`config.mk`:
```
export PLATFORM = sky130hd
export DESIGN_NAME = aes256_round_seq_flat
export DESIGN_NICKNAME = d
export VERILOG_FILES = /design/src/rtl/aes256_round_seq_if.sv /design/src/rtl/aes256_round_seq.sv /design/src/flat_wrapper.sv
export SDC_FILE = /design/constraint.sdc
export NUM_CORES = 1
export LEC_CHECK = 0
export CAP_MARGIN = 20
export CORE_MARGIN = 3
export CORE_UTILIZATION = 35
export DETAILED_ROUTE_END_ITERATION = 6
export GPL_ROUTABILITY_DRIVEN = 0
export GPL_TIMING_DRIVEN = 1
export PLACE_DENSITY_LB_ADDON = 0.2
export SYNTH_ARGS = -nofsm -noshare
export SYNTH_HDL_FRONTEND = slang
export SYNTH_SLANG_ARGS = --single-unit
```
`constraint.sdc`:
```
create_clock -name clk -period 2.17 [get_ports clk]
set_input_delay 0.434 -clock clk [delete_from_list [all_inputs] [get_ports clk]]
set_output_delay 0.434 -clock clk [all_outputs]
set_load 0.03 [all_outputs]
```
`src/rtl/aes256_round_seq_if.sv`:
```
// Handshake bundle between the AES-256 round sequencer and its environment
// (top-level start/done control plus the inter-round state register).
interface aes256_round_seq_if;
  logic       start;
  logic       abort;
  logic       reg_full;
  logic       reg_wr_en;
  logic       reg_rd_en;
  logic       in_sel;
  logic [3:0] round_idx;
  logic       last_round;
  logic       key_req;
  logic       busy;
  logic       done;
  logic       err;

  modport master (
    input  start, abort, reg_full,
    output reg_wr_en, reg_rd_en, in_sel, round_idx, last_round,
           key_req, busy, done, err
  );

  modport slave (
    output start, abort, reg_full,
    input  reg_wr_en, reg_rd_en, in_sel, round_idx, last_round,
           key_req, busy, done, err
  );
endinterface

```
`src/rtl/aes256_round_seq.sv`:
```
// AES-256 round sequencer: walks rounds 0..NR through write / wait-full /
// read / compute, with timeout, abort and Moore-registered outputs.
module aes256_round_seq #(
  parameter int NR      = 14,
  parameter int DP_LAT  = 2,
  parameter int TIMEOUT = 8
) (
  input  logic               clk,
  input  logic               resetn,
  aes256_round_seq_if.master bus
);

  localparam logic [2:0] S_IDLE    = 3'd0;
  localparam logic [2:0] S_WRITE   = 3'd1;
  localparam logic [2:0] S_WAIT    = 3'd2;
  localparam logic [2:0] S_READ    = 3'd3;
  localparam logic [2:0] S_COMPUTE = 3'd4;
  localparam logic [2:0] S_DONE    = 3'd5;
  localparam logic [2:0] S_ERROR   = 3'd6;

  // One counter serves both the WAIT_FULL timeout and the COMPUTE latency.
  localparam int              CNT_MAX  = (TIMEOUT > DP_LAT) ? TIMEOUT : DP_LAT;
  localparam int              CW       = $clog2(CNT_MAX + 1);
  localparam logic [CW-1:0]   TO_LIM   = CW'(TIMEOUT);
  localparam logic [CW-1:0]   LAT_LAST = CW'(DP_LAT - 1);
  localparam logic [3:0]      LAST     = 4'(NR);

  logic [2:0]    state, state_d;
  logic [CW-1:0] cnt, cnt_d;
  logic [3:0]    round, round_d;
  logic          in_sel_q, in_sel_d;
  logic          err_q, err_d;
  logic          wr_q, rd_q, key_q, busy_q, done_q;
  logic          run_state;

  assign run_state = (state == S_WRITE) || (state == S_WAIT) ||
                     (state == S_READ)  || (state == S_COMPUTE);

  always_comb begin
    // NOTE: every variable gets a default first so no path infers a latch.
    state_d  = state;
    cnt_d    = cnt;
    round_d  = round;
    in_sel_d = in_sel_q;
    err_d    = err_q;
    case (state)
      S_IDLE, S_ERROR: begin
        // abort only matters in IDLE here; in ERROR it has no effect
        if (bus.start && !(state == S_IDLE && bus.abort)) begin
          state_d  = S_WRITE;
          round_d  = '0;
          in_sel_d = 1'b0;
          err_d    = 1'b0;
        end
      end
      S_WRITE: begin
        state_d = S_WAIT;
        cnt_d   = '0;
      end
      S_WAIT: begin
        if (bus.reg_full) begin
          state_d = S_READ;
        end else begin
          cnt_d = cnt + 1'b1;
          if (cnt_d == TO_LIM) begin
            state_d = S_ERROR;
            err_d   = 1'b1;
          end
        end
      end
      S_READ: begin
        state_d = S_COMPUTE;
        cnt_d   = '0;
      end
      S_COMPUTE: begin
        if (cnt == LAT_LAST) begin
          if (round == LAST) begin
            state_d = S_DONE;
          end else begin
            state_d  = S_WRITE;
            round_d  = round + 4'd1;
            in_sel_d = 1'b1;
          end
        end else begin
          cnt_d = cnt + 1'b1;
        end
      end
      S_DONE:  state_d = S_IDLE;
      default: state_d = S_IDLE;
    endcase

    // Abort freezes round/in_sel so the aborted position stays visible.
    if (bus.abort && run_state) begin
      state_d  = S_IDLE;
      cnt_d    = cnt;
      round_d  = round;
      in_sel_d = in_sel_q;
    end
  end

  always_ff @(posedge clk or negedge resetn) begin
    if (!resetn) begin
      state    <= S_IDLE;
      cnt      <= '0;
      round    <= '0;
      in_sel_q <= 1'b0;
      err_q    <= 1'b0;
      wr_q     <= 1'b0;
      rd_q     <= 1'b0;
      key_q    <= 1'b0;
      busy_q   <= 1'b0;
      done_q   <= 1'b0;
    end else begin
      // NOTE: non-blocking assignments keep all flops sampling pre-edge values.
      state    <= state_d;
      cnt      <= cnt_d;
      round    <= round_d;
      in_sel_q <= in_sel_d;
      err_q    <= err_d;
      // Outputs decode the next state so they line up with the state register.
      wr_q     <= (state_d == S_WRITE);
      rd_q     <= (state_d == S_READ);
      key_q    <= (state_d == S_COMPUTE) && (cnt_d == '0) && (round_d != LAST);
      busy_q   <= (state_d != S_IDLE) && (state_d != S_ERROR);
      done_q   <= (state_d == S_DONE);
    end
  end

  assign bus.reg_wr_en  = wr_q;
  assign bus.reg_rd_en  = rd_q;
  assign bus.in_sel     = in_sel_q;
  assign bus.round_idx  = round;
  assign bus.last_round = (round == LAST);
  assign bus.key_req    = key_q;
  assign bus.busy       = busy_q;
  assign bus.done       = done_q;
  assign bus.err        = err_q;

endmodule

```
`src/flat_wrapper.sv`:
```
// flat-port wrapper written by rule: the top's interface ports become plain ports
module aes256_round_seq_flat 
#(
  parameter int NR      = 14,
  parameter int DP_LAT  = 2,
  parameter int TIMEOUT = 8
)
  (clk, resetn, bus_start, bus_abort, bus_reg_full, bus_reg_wr_en, bus_reg_rd_en, bus_in_sel, bus_round_idx, bus_last_round, bus_key_req, bus_busy, bus_done, bus_err);
  aes256_round_seq_if bus_i ();
  input  logic clk;
  input  logic resetn;
  input wire logic [$bits(bus_i.start)-1:0] bus_start;
  input wire logic [$bits(bus_i.abort)-1:0] bus_abort;
  input wire logic [$bits(bus_i.reg_full)-1:0] bus_reg_full;
  output wire logic [$bits(bus_i.reg_wr_en)-1:0] bus_reg_wr_en;
  output wire logic [$bits(bus_i.reg_rd_en)-1:0] bus_reg_rd_en;
  output wire logic [$bits(bus_i.in_sel)-1:0] bus_in_sel;
  output wire logic [$bits(bus_i.round_idx)-1:0] bus_round_idx;
  output wire logic [$bits(bus_i.last_round)-1:0] bus_last_round;
  output wire logic [$bits(bus_i.key_req)-1:0] bus_key_req;
  output wire logic [$bits(bus_i.busy)-1:0] bus_busy;
  output wire logic [$bits(bus_i.done)-1:0] bus_done;
  output wire logic [$bits(bus_i.err)-1:0] bus_err;
  assign bus_i.start = bus_start;
  assign bus_i.abort = bus_abort;
  assign bus_i.reg_full = bus_reg_full;
  assign bus_reg_wr_en = bus_i.reg_wr_en;
  assign bus_reg_rd_en = bus_i.reg_rd_en;
  assign bus_in_sel = bus_i.in_sel;
  assign bus_round_idx = bus_i.round_idx;
  assign bus_last_round = bus_i.last_round;
  assign bus_key_req = bus_i.key_req;
  assign bus_busy = bus_i.busy;
  assign bus_done = bus_i.done;
  assign bus_err = bus_i.err;
  aes256_round_seq #(.NR(NR), .DP_LAT(DP_LAT), .TIMEOUT(TIMEOUT)) u_core (.clk(clk), .resetn(resetn), .bus(bus_i));
endmodule
```
==> results of run 1 <==
-- area by class of cell --
| class | instances | area, um2 | area share (%) |
|---|---|---|---|
| multi-input cells | 91 | 613 | 39.5 |
| flip-flops and latches | 18 | 454 | 29.3 |
| repair buffers | 42 | 357 | 23.0 |
| well taps | 42 | 52.6 | 3.39 |
| inverters | 10 | 37.5 | 2.42 |
| clock buffers | 4 | 36.3 | 2.34 |
-- repair_timing --
| item | 4_1_cts | 5_1_grt |
|---|---|---|
| setup endpoints to repair | 1 | 2 |
| hold buffers | 0 | 0 |
| gates resized for setup | 1 | 6 |
-- metrics by stage --
step,total power (W),cell area [um2],std cells,utilization (%),setup TNS (ns)
global placement,0.00125,1500,203,52.1,-0.397
global route,0.00159,1550,207,53.9,0
detailed placement,0.00127,1500,203,52.1,-0.387
CTS,0.00148,1530,207,53.3,0
floorplan,0.000917,1110,123,-,0
finish,0.00148,1550,207,53.9,0
-- where the power goes --
group / total [W] / internal, W / switching, W
registers: 0.000450 / 0.000405 / 0.0000452
logic: 0.000826 / 0.000379 / 0.000447
clock network: 0.000203 / 0.000102 / 0.000101
total: 0.00148 / 0.000887 / 0.000593
-- cells in the final DEF (no fill, tap or decap), types with 3 or more instances in the layout --
| cell | Yosys | layout |
|---|---|---|
| clkdlybuf4s50_1 | 0 | 14 |
| nor2_1 | 6 | 6 |
| clkbuf_4 | 0 | 3 |
| inv_1 | 10 | 10 |
| a31oi_1 | 4 | 4 |
| nand2_1 | 12 | 12 |
| dfrtp_2 | 0 | 3 |
| buf_4 | 0 | 26 |
| ha_1 | 4 | 4 |
| a21oi_1 | 8 | 8 |
| and3_1 | 5 | 4 |
| o21ai_0 | 10 | 10 |
| o21a_1 | 3 | 3 |
| dfrtp_1 | 18 | 15 |
-- state kept, by name, indices dropped and copies added (netlist names) --
signal / flops
u_core.bus.round_idx: 4
u_core.cnt: 4
u_core.state: 3
u_core.bus.busy: 1
u_core.bus.done: 1
u_core.bus.err: 1
u_core.bus.in_sel: 1
u_core.bus.key_req: 1
u_core.bus.reg_rd_en: 1
u_core.bus.reg_wr_en: 1
-- logic make-up after synthesis --
kind of cell | share of synthesized area, %
xor gates and xnor gates | 0.795
adders and majority gates | 4.54
AOI/OAI and AO/OA | 25.0
DFF | 40.9
and+or+nand+nor | 23.9
buffers and inverters | 4.88
-- path summary, 6_finish.rpt --
path / endpoint / slack [ns]
setup / recovery: u_core.bus.key_req$_DFF_PN0_ / 0.08
hold / removal: u_core.bus.busy$_DFF_PN0_ / 0.46
setup reg to reg: u_core.bus.key_req$_DFF_PN0_ / 0.08
hold reg to reg: u_core.bus.in_sel$_DFFE_PN0P_ / 0.50
max in group asynchronous: u_core.bus.round_idx[1]$_DFF_PN0_ / 1.49
min in group clk: u_core.bus.in_sel$_DFFE_PN0P_ / 0.50
-- layer usage --
metal / share of wire [%] / track usage (%) / wire length, um / up-vias
met1: 47 / 20.4 / 1280 / 493
met2: 48 / 24.6 / 1310 / 33
met4: 0.44 / 3.04 / 12 / 0
met3: 4.2 / 3.42 / 114 / 2
met5: 0 / 0 / 0 / -
li1: - / - / - / 536
==> results.txt, run 1 <==
dfrtp_1 is the most common cell in the netlist. The top fanout value on the critical path came out at 6. The first-pass GRT wire length is 4.80 mm. The number of search-and-repair iterations in the first detailed-routing pass is 4.

The maximum vdd drop is 557 uV. At the end of the flow, the number of nets in the layout was 175. The clock sink count is 18. The headroom to the max-slew limit is 76.4%. The time the worst path needs with I/O delays and setup came out at 2.09 ns.

The worst-skew pair later-pin latency came out at 0.29 ns. The number of nets handed over by synthesis was 132. The number of max-slew violations in the final report came out at 0. The buffer type at the clock tree root is clkbuf_4. The pin slew with the least headroom to its limit came out at 0.350 ns.

In this run the number of H-tree levels came out at 1. The area of the core came out at 0.00288 mm2. The die width came out at 62.1 um.

The pre-CTS setup slack is -0.280 ns. The mean number of vias per cell is 5.14. The via count of the first global-routing pass is 1034.

The final-layout fill cell count is 277. The worst path required time is 2.35 ns. The most used flip-flop cell after synthesis is dfrtp_1. The final worst clock skew came out at 0.00705 ns. The overall via count from detail_route is 1064. The number of antenna violations at the first check in global routing was 0. In the synthesized netlist, the cells that appear most often are dfrtp_1, nand2_1, inv_1, o21ai_0, a21oi_1. Broken down by cell family, the worst path's largest delay share belongs to simple AND/OR/NAND/NOR gates. The total of buffers placed on input and output ports is 16.

The total inserted antenna cells is 0. The count of final hold-check violations is 0. The worst register-to-register path begins at u_core.state[1]$_DFF_PN0_. Tracing the worst setup path back leads to its startpoint at u_core.state[1]$_DFF_PN0_. The maximum clock rate is 0.480 GHz.

The cell area power density came out at 954 mW/mm2. The number of standard cells after synthesis is 123. The number of buffer and inverter instances along the worst setup path came out at 0. The number of storage elements in the synthesis netlist came out at 18. Dividing the final minimum period by the clock period gives 96.1%. The arrival time reported for the critical path endpoint came out at 2.27 ns. Clock-pin slew was measured on the worst setup and hold paths at 0.10 ns. The path length in cells of the critical path came out at 6. In this run, the number of DRC markers left after iteration 0 of detailed routing was 27. The sequential fraction of the synthesis area is 40.9%. The global-route congestion overflow total is 0. TritonCTS built the clock tree. The total routed wirelength came out at 2.72 mm. The maximum number of pins on one net before global-route repair is 19. In this run the worst hold path is classified as input pin to async pin. The setup fix buffers added after clock tree synthesis came out at 0. The slack of the critical path came out at 0.0846 ns. The mean instance size in the synthesized netlist is 8.96 um2.

The number of enable-type register cells in the synthesized netlist is 0. The post-route worst hold slack is 0.462 ns. For this run, the total global-route usage over all layers was measured as 15.0%. The fraction of registers with async set or reset after synthesis came out at 100%. The number of warnings printed during yosys synthesis came out at 0.

The die footprint is 0.00386 mm2. The max-capacitance violation count came out at 0. The cell count of the worst reg-to-reg path is 6. The synthesized design devotes to its leading area cell type 40.9% of total area. For this configuration, the core starts out at a cell density of 38.3%. From synthesis to final layout, the design area changed by 40.6%. The synthesized netlist occupies a cell area of 0.00110 mm2.

The maximum single-stage delay on the critical path is 0.52 ns. The number of setup violations in the final report came out at 0. The slowest cell on the critical path is or3b_2. After synthesis, the cell types taking the most area are dfrtp_1, ha_1, o21ai_0. The number of placement rows came out at 19. In the final routed layout, each cell accounts on average for 13.1 um. The setup path with the least slack is of type flop to flop.

The die outline height came out at 62.1 um. The signal on the critical path passes through or3b_2, o22ai_2, or3b_1, a31oi_2, a41oi_1, and4b_1. The number of distinct standard cells referenced by the synthesized netlist came out at 38. The number of routed nets with antenna violations is 0.

Detailed placement finished with a half-perimeter wire length of 2.15 mm. Clock tree synthesis inserted a total of 3 buffers. The flow ran to the end, and the final reports show no timing, DRC or antenna violations. The static leakage power came out at 0.732 nW. The largest area contributor in the netlist is dfrtp_1. The post-route netlist has 26.1% of its cells at a drive strength greater than 1.

No sink is reached through more buffers than the 2 on the longest clock path. During I/O placement, the number of pins put on the boundary was 17. The worst setup path is launched from a flop. Setup repair after global routing left no endpoint under its margin. The type of destination of the critical path is a flop.

The remaining routing DRC violations is 0.
(Power assumes the default switching activity.)
==> run 2, diff against run 1 <==
--- a/config.mk
+++ b/config.mk
@@ -6,6 +6,7 @@
 export NUM_CORES = 1
 export LEC_CHECK = 0
 export CAP_MARGIN = 20
+export CORE_ASPECT_RATIO = 0.8
 export CORE_MARGIN = 3
 export CORE_UTILIZATION = 35
 export DETAILED_ROUTE_END_ITERATION = 6
==> results.txt, run 2 (synthesis gave the netlist of run 1 again) <==
The run finished with clean final reports. The repair_antennas step left the layout with diodes totalling 0. The first routing iteration left 75 violations. The top fanout value on the critical path is 3. Across all hold checks on the routed design, the worst slack comes to 0.491 ns. The via count of the first global-routing pass was 976.

The overall via count from detail_route came out at 1077. Leaving out fill and tap cells, the most frequent cells in the layout are buf_4, dfrtp_1, clkdlybuf4s50_1, nand2_1, inv_1. The die outline height came out at 56.2 um.

For this design the ratio of total power to cell area is 996 mW/mm2. Based on the critical path, the design can be clocked at up to 0.475 GHz. The maximum number of pins on one net before global-route repair came out at 19. The clock group share of total power came out at 17.5%. The total half-perimeter wirelength after legalization and detailed placement came out at 2.16 mm. Among cell families on the critical path, the largest total delay comes from simple AND/OR/NAND/NOR gates. The number of setup violations in the final report came out at 0. The post-layout total power is 0.00154 W. The time the worst path needs with I/O delays and setup is 2.10 ns.

For this run, design rule violations remaining after detail routing come to 0. The net switching fraction of the power came out at 38.8%. The die footprint is 0.00386 mm2. The number of routed nets with antenna violations came out at 0. No sink is reached through more buffers than the 2 on the longest clock path. For this run, the post-layout net count is 175. Combinational cells account for 54.0% of the total power. The critical path class is input pin to flop. The max-capacitance violation count is 0. After layout, the worst path uses 97.0% of the clock period. The fraction of final layout cells with drive strength greater than 1 is 24.2%. Once the floorplan was initialized, standard cells occupied 38.4% of the core. The signal on the critical path passes through clkdlybuf4s50_1, or3b_4, nor4_1, buf_4, nor2b_2, o22ai_1, and4b_1. For the worst-skew pair, the clock arrives at the later sink with an insertion delay of 0.25 ns. The count of final hold-check violations is 0. The arrival time reported for the critical path endpoint came out at 2.30 ns.

The worst path required time came out at 2.36 ns. The first global-routing pass estimated 4.48 mm of wire. The number of hold buffers added after CTS was 0.

The library cell used most frequently in the layout, excluding fill and tap cells, is buf_4. The clock-pin slew on the worst setup and hold paths came out at 0.07 ns. The number of clock buffers added by TritonCTS is 3. The maximum vdd drop came out at 491 uV.

TritonCTS built the clock tree. The static leakage power is 0.731 nW. The area of the core is 0.00287 mm2. The analysis attributes to net switching a power of 0.000599 W. The pin slew with the least headroom to its limit came out at 0.439 ns. The internal portion of total power came out at 0.000944 W. The maximum single-stage delay on the critical path is 0.44 ns. For this run, the detailed router's first-pass iteration total came to 4.

The number of max-slew violations in the final report is 0. The die width is 68.7 um. The class of the most critical hold timing path is flop to flop. The cell area after layout is 0.00155 mm2.

The clock sink count came out at 18. The critical path contains buffers and inverters numbering 2 combined. STA classifies the critical path endpoint as a flop. Setup repair after global routing left no endpoint under its margin. The wire length per cell is 13.2 um. The worst setup path is launched from an input pin. The number of placement rows is 17. Before CTS, the worst setup slack after placement is -0.236 ns. After detailed routing, the total wire length is 2.68 mm.

The instance area at placement is 0.00149 mm2. In this run the number of H-tree levels came out at 1. The global-route congestion overflow total is 0.

The share of power burned in registers is 28.4%. The worst path meets setup with 0.0655 ns of slack. The area growth from synthesis to layout is 40.5%. On the critical path, the stage with the largest delay is an instance of clkdlybuf4s50_1. The tree is rooted in a clkbuf_8. The total global-route track usage is 15.4%. The final worst clock skew came out at 0.00191 ns. The headroom to the max-slew limit came out at 70.7%.

The total of buffers placed on input and output ports is 16. The mean number of vias per cell is 5.31. The share of the core filled with cells in the final layout came out at 53.9%.

The number of antenna violations at the first check in global routing is 0. The number of top-level pins came out at 17.
[run 2: cell types whose count changed in the layout (fill, tap and decap cells not counted), sizes merged]
cell,before,now
clkdlybuf4s50,14,15
dlymetal6s2s,1,0
[run 2: final cells by class]
| class | instances | area, um2 |
|---|---|---|
| clock buffers | 4 | 55.1 |
| fillers | 255 | 1320 |
| inverters | 10 | 37.5 |
| multi-input cells | 91 | 602 |
| flip-flops and latches | 18 | 453 |
| well taps | 38 | 47.5 |
| repair buffers | 42 | 354 |
[run 2: through the flow]
stage | instances | setup TNS, ns
global placement | 199 | -0.458
global route | 203 | 0
floorplan | 123 | 0
finish | 203 | 0
CTS | 203 | 0
detailed placement | 199 | -0.441
[run 2: power groups by stage]
stage	clock network, W	logic (W)	registers, W
2_1_floorplan	0	0.000389	0.000528
3_3_place_gp	0	0.000803	0.000445
3_5_place_dp	0	0.000820	0.000445
4_1_cts	0.000274	0.000824	0.000438
5_1_grt	0.000286	0.000917	0.000446
6_report	0.000270	0.000834	0.000439
[run 2: worst paths after layout]
path	startpoint	to	slack, ns	cells after the start
hold reg to reg	u_core.bus.err$_DFFE_PN0P_	u_core.bus.err$_DFFE_PN0P_	0.49	1
max in group asynchronous	resetn	u_core.bus.round_idx[1]$_DFF_PN0_	1.45	2
min in group asynchronous	resetn	u_core.state[0]$_DFF_PN0_	0.51	2
setup reg to reg	u_core.bus.round_idx[1]$_DFF_PN0_	u_core.bus.busy$_DFF_PN0_	0.18	7
setup / recovery	bus_reg_full	u_core.bus.key_req$_DFF_PN0_	0.07	7
hold / removal	u_core.bus.err$_DFFE_PN0P_	u_core.bus.err$_DFFE_PN0P_	0.49	1
[run 2: repair_timing]
| item | CTS | global route |
|---|---|---|
| endpoints found under the hold margin | 0 | 0 |
| setup buffers | 0 | 0 |
| cloned | 0 | 0 |
| setup endpoints to repair | 1 | 2 |
| gates resized for setup | 1 | 3 |
| pin swaps | 0 | 1 |
[run 2: layer usage]
metal | wire (um) | share of wire (%) | vias to the layer above | track usage, %
li1 | - | - | 532 | -
met1 | 1310 | 49 | 500 | 23.0
met2 | 1160 | 43 | 39 | 20.7
met3 | 175 | 6.5 | 6 | 3.64
met4 | 42 | 1.6 | 0 | 6.11
met5 | 0 | 0 | - | 0
